==> src/rtl/sysid_chk_pkg.sv <==
// Shared types for the system-ID checker master: FSM encoding and sysid word addresses.
package sysid_chk_pkg;

  typedef enum logic [2:0] {
    S_IDLE,
    S_ID_REQ,
    S_ID_WAIT,
    S_TS_REQ,
    S_TS_WAIT,
    S_FIN
  } state_t;

  localparam logic ADDR_ID = 1'b0;
  localparam logic ADDR_TS = 1'b1;

endpackage

==> src/rtl/sysid_checker_master.sv <==
// Avalon-MM master that reads the sysid ID and timestamp words and compares them
// against the expected hardware image, exposing sticky pass/timeout flags.
module sysid_checker_master
  import sysid_chk_pkg::*;
#(
  parameter logic [31:0] EXP_ID      = 32'h0400_0000,
  parameter logic [31:0] EXP_TS      = 32'h5465_DE70,
  parameter bit          AUTO_START  = 1'b1,
  parameter int unsigned TIMEOUT_CYC = 1024
) (
  input  logic        clock,
  input  logic        reset,
  input  logic        start,
  output logic        avm_address,
  output logic        avm_read,
  input  logic        avm_waitrequest,
  input  logic [31:0] avm_readdata,
  input  logic        avm_readdatavalid,
  output logic        busy,
  output logic        done,
  output logic        id_ok,
  output logic        ts_ok,
  output logic        timeout,
  output logic [31:0] read_id,
  output logic [31:0] read_ts
);

  localparam int unsigned       CNT_W    = $clog2(TIMEOUT_CYC);
  localparam logic [CNT_W-1:0]  CNT_LAST = CNT_W'(TIMEOUT_CYC - 1);

  state_t           state;
  logic             auto_pend;
  logic [CNT_W-1:0] cnt;

  logic is_req;
  logic is_ts;
  logic accept;
  logic got;
  logic tmo;

  always_comb begin
    is_req = (state == S_ID_REQ) || (state == S_TS_REQ);
    is_ts  = (state == S_TS_REQ) || (state == S_TS_WAIT);
    accept = is_req && !avm_waitrequest;
    // Zero-latency fabric: data may arrive in the very cycle the request is accepted.
    got    = avm_readdatavalid && (accept || !is_req);
    tmo    = (cnt == CNT_LAST);
  end

  always_ff @(posedge clock or posedge reset) begin
    if (reset) begin
      state       <= S_IDLE;
      auto_pend   <= AUTO_START;
      cnt         <= '0;
      avm_address <= ADDR_ID;
      avm_read    <= 1'b0;
      busy        <= 1'b0;
      done        <= 1'b0;
      id_ok       <= 1'b0;
      ts_ok       <= 1'b0;
      timeout     <= 1'b0;
      read_id     <= '0;
      read_ts     <= '0;
    end else begin
      done <= 1'b0;
      case (state)
        S_IDLE: begin
          if (start || auto_pend) begin
            auto_pend   <= 1'b0;
            state       <= S_ID_REQ;
            busy        <= 1'b1;
            avm_read    <= 1'b1;
            avm_address <= ADDR_ID;
            cnt         <= '0;
            id_ok       <= 1'b0;
            ts_ok       <= 1'b0;
            timeout     <= 1'b0;
            read_id     <= '0;
            read_ts     <= '0;
          end
        end
        S_ID_REQ, S_ID_WAIT, S_TS_REQ, S_TS_WAIT: begin
          if (got) begin
            avm_read <= 1'b0;
            if (!is_ts) begin
              read_id     <= avm_readdata;
              id_ok       <= (avm_readdata == EXP_ID);
              state       <= S_TS_REQ;
              avm_read    <= 1'b1;
              avm_address <= ADDR_TS;
              cnt         <= '0;
            end else begin
              read_ts <= avm_readdata;
              ts_ok   <= (avm_readdata == EXP_TS);
              state   <= S_FIN;
              done    <= 1'b1;
            end
          end else if (tmo) begin
            timeout  <= 1'b1;
            avm_read <= 1'b0;
            state    <= S_FIN;
            done     <= 1'b1;
          end else begin
            cnt <= cnt + 1'b1;
            if (accept) begin
              avm_read <= 1'b0;
              state    <= is_ts ? S_TS_WAIT : S_ID_WAIT;
            end
          end
        end
        S_FIN: begin
          busy  <= 1'b0;
          state <= S_IDLE;
        end
        default: begin
          state    <= S_IDLE;
          busy     <= 1'b0;
          avm_read <= 1'b0;
        end
      endcase
    end
  end

endmodule

==> config.mk <==
export PLATFORM = sky130hd
export DESIGN_NAME = sysid_checker_master
export DESIGN_NICKNAME = d
export VERILOG_FILES = /design/src/rtl/sysid_chk_pkg.sv /design/src/rtl/sysid_checker_master.sv
export SDC_FILE = /design/constraint.sdc
export NUM_CORES = 1
export LEC_CHECK = 0
export BUFFER_PORTS_ARGS = -buffer_cell sky130_fd_sc_hd__buf_2
export CORE_UTILIZATION = 23
export DETAILED_ROUTE_END_ITERATION = 7
export REMOVE_ABC_BUFFERS = 1
export SYNTH_ARGS = -nofsm -noshare
export SYNTH_HDL_FRONTEND = slang
export SYNTH_SLANG_ARGS = --single-unit
==> constraint.sdc <==
create_clock -name clock -period 3 [get_ports clock]
set_clock_uncertainty 0.1 [all_clocks]
set_input_delay 0 -clock clock [delete_from_list [all_inputs] [get_ports clock]]
set_output_delay 0 -clock clock [all_outputs]
set_load 0.02 [all_outputs]
After elaboration in Yosys (flattened, before gate mapping)
Cells that the tools add are included.

Bits in registers: 85. Output and inout bits: 71. Input port bits: 37.

Bitwise gates (word level): 2. Equality and inequality tests: 17. Reductions and logical operators: 19. Multiplexer cells: 43. Add/subtract/negate cells: 1.

Operators by type and width (count): 32-bit two-way mux (5); 32-bit case mux with 2 select lines (2); 10-bit two-way mux (4); 32-bit by 27-bit equality test with 1-bit output, second input constant (1); 32-bit by 31-bit equality test with 1-bit output, second input constant (1); 10-bit case mux with 2 select lines (1); 1-bit two-way mux (18); 3-bit two-way mux (6); 4-bit AND reduction (4); 2-bit != test, second input constant (6); 10-bit by 1-bit adder with 10-bit output, second input constant (1); 10-bit equality test, second input constant (1); 1-bit case mux with 2 select lines (5); 3-bit by 2-bit equality test with 1-bit output, second input constant (2); 3-bit equality test, second input constant (2); 3-bit != test, second input constant (2); 3-bit case mux with 2 select lines (1); 2-bit AND reduction (3); 1-bit logical OR (4); 4-bit != test, second input constant (1); 4-bit OR reduction (1); 3-bit by 1-bit equality test with 1-bit output, second input constant (1); 3-bit zero test (1); 1-bit case mux with 3 select lines (1); other kinds (5) (8).

Longest topological paths before layout
Gate-level depths: netlist of run 1.

Depth in word-level cells: 7. Mapped depth: 8. Depth with buffers taken out: 6.

Worst setup path after synthesis of run 1
No wires, ideal clock.

Path kind: register to register. Start: reg cnt[0]. End: reg cnt[7]. Buffers on the path: 1. Setup slack: 1.123 ns. Cell stages (with the launch flop): 8. Data required time: 2.772 ns. Setup time: 0.128 ns. Period minus slack after synthesis: 1.877 ns. Arrival: 1.649 ns. Cells stage by stage: dfrtp_1 ha_1 and4_1 a32oi_2 o41ai_1 buf_4 o21ai_0 o31ai_1.

Cells in the longest elaborated chain, start to end: 4. Elaborated cells on any way between the ends: 7. Those cells by class: add/sub: 1; eq/ne: 2; mux: 3; reduce/logical: 1.

RTL lines: start, declared (RTL line sysid_checker_master.sv:33) `logic [CNT_W-1:0] cnt;`; start signal, assigned (RTL line sysid_checker_master.sv:104) `cnt <= cnt + 1'b1;`; 10-bit by 1-bit adder with 10-bit output (RTL line sysid_checker_master.sv:104); 10-bit two-way mux (RTL line sysid_checker_master.sv:98) `end else if (tmo) begin`; 10-bit two-way mux (RTL line sysid_checker_master.sv:83) `if (got) begin`; 10-bit case mux with 2 select lines (RTL line sysid_checker_master.sv:66) `case (state)`.

Several ways; a longest one is shown, not always the timed one. The select of a mux whose other input is x is not followed. A chain may end at the register's enable or synchronous reset.

Worst setup path in the final report of run 1
Start: reg state[2]. End: reg read_ts[14].

Cells in the longest elaborated chain, start to end: 7. Elaborated cells on any way between the ends: 18. Those cells by class: eq/ne: 7; mux: 1; reduce/logical: 10.

RTL lines: start, declared (RTL line sysid_checker_master.sv:31) `state_t state;`; start signal, assigned (RTL line sysid_checker_master.sv:107) `state <= is_ts ? S_TS_WAIT : S_ID_WAIT;`; 3-bit by 1-bit equality test with 1-bit output / 3-bit by 2-bit equality test with 1-bit output (equally long branches) (RTL line sysid_checker_master.sv:42, sysid_checker_master.sv:66, sysid_checker_master.sv:43); 1-bit logical OR (RTL line sysid_checker_master.sv:42) `is_req = (state == S_ID_REQ) || (state == S_TS_REQ);`; 1-bit logical AND / 1-bit zero test (equally long branches) (RTL line sysid_checker_master.sv:44, sysid_checker_master.sv:46); 1-bit logical OR (RTL line sysid_checker_master.sv:46) `got = avm_readdatavalid && (accept || !is_req);`; 1-bit logical AND (RTL line sysid_checker_master.sv:46); 2-bit != test (no line); 4-bit AND reduction (no line); end signal, assigned (RTL line sysid_checker_master.sv:93) `read_ts <= avm_readdata;`; end, declared (RTL line sysid_checker_master.sv:25) `output logic [31:0] read_ts`.

Several ways; a longest one is shown, not always the timed one.

==> impl_metrics.env, run 1 <==
export IMPL_finalCritPeriodShare=0.709
export IMPL_routabilityCongestion=0.795
export IMPL_crit_chain="nand3b_1 -> a211o_1 -> nand2_2 -> buf_12 -> o21ai_0"
export IMPL_rrSetupSlack_ns=0.87
export IMPL_maxCapViolations=0
export IMPL_numCtsBuffers=9
export IMPL_ys_async_sr_fraction=1.00
export IMPL_portBuffers=107
export IMPL_dr_pass1_iters=4
export IMPL_fillers=1602
export IMPL_syn2layout_area_growth_pct=38.3
export IMPL_p_sw_frac=0.435
export IMPL_postLayoutSetupSlackWorst_ns=0.872
export IMPL_row_count=45
export IMPL_hp_class="in -> async"
export IMPL_grt_usage=0.129
export IMPL_slowest_stage="dfrtp_1"
export IMPL_postRouteAntennaNets=0
export IMPL_status="complete, no violations"
export IMPL_max_vdd_ir_drop_mv=0.474
export IMPL_drtIter0Drc=179
export IMPL_synth_seq_cells=85
export IMPL_die_height_um=129
export IMPL_avgSynthCellArea_um2=10.3
export IMPL_first_global_vias=3225
export IMPL_n_antenna_cell=0
export IMPL_setup_worst_path_end="read_ts[14]"
export IMPL_synthesis_area_um2=3690
export IMPL_start_util=0.239
export IMPL_rsz0062_at_grt="no"
export IMPL_hold_viol=0
export IMPL_synth_yosys_seq_area_share=0.577
export IMPL_drive_gt1_frac=0.283
export IMPL_ys_types=47
export IMPL_cp_start_kind="flip-flop"
export IMPL_clk_latency_ns=0.33
export IMPL_final_cell_mix="107 x buf_2, 84 x dfrtp_1, 75 x nand2_1, 47 x o21ai_0, 36 x dlygate4sd3_1"
export IMPL_max_slew_margin_rel=0.686
export IMPL_powerDensity_nw_per_um2=1050
export IMPL_power_total_w=0.00536
export IMPL_drc=0
export IMPL_grt_pass1_wl_um=16700
export IMPL_setup_viol=0
export IMPL_cp_required_ns=3.10
export IMPL_r2r_end="read_ts[14]"
export IMPL_max_stage_delay_ns=0.55
export IMPL_power_share_clock=0.198
export IMPL_ys_flop_type="dfrtp_1"
export IMPL_fin_crit_ns=2.13
export IMPL_wirelength_um=10300
export IMPL_p_sw_w=0.00233
export IMPL_num_vias=3279
export IMPL_r2r_start="state[2]"
export IMPL_via_per_inst=4.60
export IMPL_fin_nets=535
export IMPL_wl_per_cell_um=14.5
export IMPL_dp_hpwl_um=7220
export IMPL_cp_depth=5
export IMPL_power_share_sequential=0.338
export IMPL_cp_buffers_inverters=1
export IMPL_tightest_slew_ns=0.471
export IMPL_yosysWarnings=0
export IMPL_pre_cts_slack_ns=0.881
export IMPL_cts_max_level=3
export IMPL_crit_family="compound AO/OA/AOI/OAI gates"
export IMPL_worstPathArrival_ns=2.23
export IMPL_intPower_w=0.00303
export IMPL_r2r_cells=5
export IMPL_design_die_area_um2=16600
export IMPL_fin_tns_setup_ns=0
export IMPL_die_w_um=129
export IMPL_synth_edff_count=0
export IMPL_cp_end_kind="flip-flop"
export IMPL_cts_tree="built"
export IMPL_dp_cells=661
export IMPL_critPathKind="reg -> reg"
export IMPL_crit_start="state[2]"
export IMPL_combPwrFrac=0.464
export IMPL_power_leakage_nw=2.46
export IMPL_cts_resized=0
export IMPL_cts_sinks=85
export IMPL_clock_path_buffers=2
export IMPL_ios=108
export IMPL_slew_viol_final=0
export IMPL_fmax_mhz=470
export IMPL_core_um2=15400
export IMPL_syn_inst=357
export IMPL_grt_start_max_net_pins=79
export IMPL_final_cells=713
export IMPL_worstPathMaxFanout=66
export IMPL_antenna_found_initial=0
export IMPL_cts_clk_slew_worst_paths_ns=0.06
export IMPL_final_common_cell="buf_2"
export IMPL_grt_overflow_total=0
export IMPL_clock_root_buffer="clkbuf_16"
## how the worst min path moves through the flow
stage | from | end | slack (ns) | cells past startpoint
final | reset | read_id[6] | 0.008 | 3
after CTS | reset | read_id[5] | 0.004 | 3
after floorplan | avm_readdata[0] | read_id[0] | 0.03 | 1
after detailed placement | reset | read_id[5] | -0.19 | 2
after global routing | reset | read_id[6] | 0.01 | 3
after global placement | reset | read_id[5] | -0.19 | 2
## repair_timing
| action | 4_1_cts | 5_1_grt |
|---|---|---|
| buffers inserted | 0 | 0 |
| setup endpoints to repair | 0 | 0 |
| endpoints found under the hold margin | 154 | 0 |
| hold buffers | 36 | 0 |
## cell type report
class	instances	area [um^2]	area share
clock inverter	5	33.8	0.00662
timing repair buffer	150	973	0.191
clock buffer	11	253	0.0495
sequential	85	2130	0.417
inverter	3	12.5	0.00245
multi-input combinational	248	1440	0.282
tap	211	264	0.0517
## worst reg2reg max path, cell delays in order (launching register included)
cell	delay [ns]
dfrtp_1	0.55
nand3b_1	0.30
a211o_1	0.49
nand2_2	0.14
buf_12	0.23
o21ai_0	0.20
## sequential cells by signal, indices dropped and copies added, names as in the netlist, 3 cells and up
name,cells
state,3
cnt,10
read_ts,32
read_id,32
## power groups by stage
stage | clock network [W] | logic [W] | registers [W]
after floorplan | 0 | 0.00115 | 0.00221
after global placement | 0 | 0.00242 | 0.00180
after detailed placement | 0 | 0.00248 | 0.00182
after CTS | 0.00109 | 0.00252 | 0.00181
after global routing | 0.00114 | 0.00275 | 0.00186
final | 0.00106 | 0.00248 | 0.00181
## routing by layer
| layer | share of wire | up-vias | global-route usage |
|---|---|---|---|
| li1 | - | 1567 | - |
| met1 | 0.46 | 1600 | 0.164 |
| met2 | 0.46 | 96 | 0.206 |
| met3 | 0.059 | 16 | 0.0370 |
| met4 | 0.019 | 0 | 0.0464 |
| met5 | 0 | - | 0 |
## cells by family (layout without fill, tap and decap cells)
| family | Yosys count | in the layout | synth area share |
|---|---|---|---|
| buffers and inverters | 24 | 169 | 0.0363 |
| AO/OA/AOI/OAI | 108 | 108 | 0.201 |
| XOR/XNOR | 2 | 2 | 0.00475 |
| AND/OR/NAND/NOR | 136 | 136 | 0.175 |
| multiplexers | 1 | 1 | 0.00271 |
| flip-flops | 85 | 85 | 0.577 |
| adder cells (fa/ha/maj) | 1 | 1 | 0.00339 |
## synthesized netlist by cell type, drive strengths merged, types with 3 or more instances
cell type,count,area (um^2)
dfrtp,84,2100
o31ai,6,45.0
a22o,33,289
inv,3,11.3
a21oi,3,15.0
o21ai,52,260
buf,16,104
nand2,77,297
nor4,7,43.8
nand2b,3,18.8
nand3,7,35.0
nor3,5,30.0
nand4,5,31.3
nor2,13,48.8
nor2b,6,37.5
clkbuf,5,18.8
and4,3,28.8
## per-stage QoR
stage / utilization / instance area, um^2 / hold WS, ns
detailed placement: 0.289 / 4460 / -0.187
floorplan: - / 3570 / 0.0327
global placement: 0.289 / 4460 / -0.186
finish: 0.331 / 5100 / 0.00796
global route: 0.331 / 5100 / 0.0147
CTS: 0.331 / 5100 / 0.00440
No activity file was read; power rests on OpenSTA's default activity.
==> run 2: changes to the inputs <==
clock period = 2.12 ns   (was 3 ns; I/O delays follow)
==> run 2 against run 1 <==
  * First-iteration DRC count decreased by 44%
  * Sequential cell count is the same
  * Global-route usage rose by 0.25 points
  * Critical endpoint is now read_id[11]
==> impl_metrics.env, run 2 (synthesis gave the netlist of run 1 again) <==
export IMPL_tightest_slew_ns=0.468
export IMPL_fmax_mhz=502
export IMPL_critPathKind="reg -> reg"
export IMPL_pre_cts_slack_ns=0.157
export IMPL_power_leakage_nw=2.50
export IMPL_cts_max_level=3
export IMPL_finalCritPeriodShare=0.940
export IMPL_regArea_um2=2130
export IMPL_drive_gt1_frac=0.291
export IMPL_cp_end_kind="flip-flop"
export IMPL_dr_pass1_iters=5
export IMPL_num_vias=3259
export IMPL_worstPathMaxFanout=34
export IMPL_cts_setup_buffers=0
export IMPL_clk_latency_ns=0.34
export IMPL_grt_util_met3=0.0432
export IMPL_clock_path_buffers=2
export IMPL_grt_busiest_layer="met2"
export IMPL_fin_nets=539
export IMPL_largestRegisters="read_id (32), read_ts (32), cnt (10)"
export IMPL_drc=0
export IMPL_die_w_um=129
export IMPL_max_slew_margin_rel=0.688
export IMPL_cts_clk_slew_worst_paths_ns=0.07
export IMPL_postRouteAntennaNets=0
export IMPL_grt_start_max_net_pins=86
export IMPL_syn2layout_area_growth_pct=40.1
export IMPL_grt_overflow_total=0
export IMPL_max_vdd_ir_drop_mv=0.507
export IMPL_slew_viol_final=0
export IMPL_final_common_cell="buf_2"
export IMPL_slowest_stage="dfrtp_1"
export IMPL_multiInputGateArea_um2=1440
export IMPL_start_util=0.239
export IMPL_numCtsBuffers=9
export IMPL_powerDensity_nw_per_um2=1490
export IMPL_final_cell_area_um2=5170
export IMPL_grt_pass1_wl_um=16700
export IMPL_clock_root_buffer="clkbuf_16"
export IMPL_wirelength_um=10400
export IMPL_setup_viol=0
export IMPL_final_cell_mix="107 x buf_2, 84 x dfrtp_1, 75 x nand2_1, 47 x o21ai_0, 36 x dlygate4sd3_1"
export IMPL_worstPathArrival_ns=2.17
export IMPL_first_global_vias=3277
export IMPL_fillers=1571
export IMPL_n_antenna_cell=0
export IMPL_cp_required_ns=2.30
export IMPL_grt_use_met1=0.163
export IMPL_crit_family="simple AND/OR/NAND/NOR gates"
export IMPL_portBuffers=107
export IMPL_antenna_found_initial=0
export IMPL_postLayoutSetupSlackWorst_ns=0.128
export IMPL_max_stage_delay_ns=0.58
export IMPL_wl_per_cell_um=14.5
export IMPL_final_cells=717
export IMPL_routabilityCongestion=0.774
export IMPL_crit_chain="nor2b_1 -> o21a_1 -> or3_4 -> nand2_4 -> a22o_1"
export IMPL_final_util=0.335
export IMPL_row_count=45
export IMPL_hold_viol=0
export IMPL_core_um2=15400
export IMPL_cts_sinks=85
export IMPL_cp_buffers_inverters=0
export IMPL_status="complete, no violations"
export IMPL_drtIter0Drc=101
export IMPL_cp_start_kind="flip-flop"
export IMPL_grtUsageMet2=0.210
export IMPL_dp_hpwl_um=6940
export IMPL_hp_class="in -> async"
export IMPL_rsz0062_at_grt="no"
export IMPL_ios=108
export IMPL_design_die_area_um2=16600
export IMPL_fin_crit_ns=1.99
export IMPL_via_per_inst=4.55
export IMPL_die_height_um=129
export IMPL_cts_tree="built"
export IMPL_placed_area_um2=4510
export IMPL_maxCapViolations=0
export IMPL_grt_usage=0.131
export IMPL_dp_cells=665
run 2: changes by cell type in the layout (fill, tap and decap cells not counted), sizes merged:
cell,before,now
inv,3,5
buf,114,118
clkbuf,11,10
clkinvlp,2,1
run 2: worst paths after layout:
kind                                  start          end  slack [ns]  cells past startpoint
hold reg to reg                 avm_address  avm_address        0.37                      1
max in group asynchronous             reset    auto_pend        1.36                      4
hold / removal                        reset   read_ts[6]        0.18                      4
min in group clock         avm_readdata[29]  read_id[29]        0.35                      3
setup / recovery                   state[0]  read_id[11]        0.13                      5
setup reg to reg                   state[0]  read_id[11]        0.13                      5
run 2: tightest hold or removal path, delay by kind of cell:
family	cells	cell delay, ns
buf+inv	4	1.05
run 2: per-stage QoR:
| stage | hold slack [ns] | setup TNS [ns] | total power [W] |
|---|---|---|---|
| after global routing | 0.224 | 0 | 0.00834 |
| after floorplan | 0.0327 | -32.40 | 0.00475 |
| after CTS | 0.203 | 0 | 0.00785 |
| final | 0.179 | 0 | 0.00773 |
| after global placement | 0.0216 | 0 | 0.00611 |
| after detailed placement | 0.0304 | 0 | 0.00620 |
run 2: metal layers:
layer  wire, um  part of all wire
met5          0                 0
met4        269             0.026
met3        644             0.062
met2       4810              0.46
met1       4670              0.45
run 2: cell type report:
cell class                 count  area share
sequential                    85       0.412
multi-input combinational    248       0.279
timing repair buffer         154       0.199
tap                          211      0.0511
clock buffer                  10      0.0462
clock inverter                 6      0.0104
inverter                       3     0.00242
run 2: what timing repair did:
item                       4_1_cts  5_1_grt
hold buffers                    36        0
setup endpoints to repair        0        2
gates resized for setup          0        1
hold endpoints to repair       153        0
run 2: power by group:
part	total [W]	switching (W)	internal (W)
Clock	0.00155	0.000699	0.000847
Sequential	0.00255	0.000366	0.00218
Combinational	0.00363	0.00228	0.00135
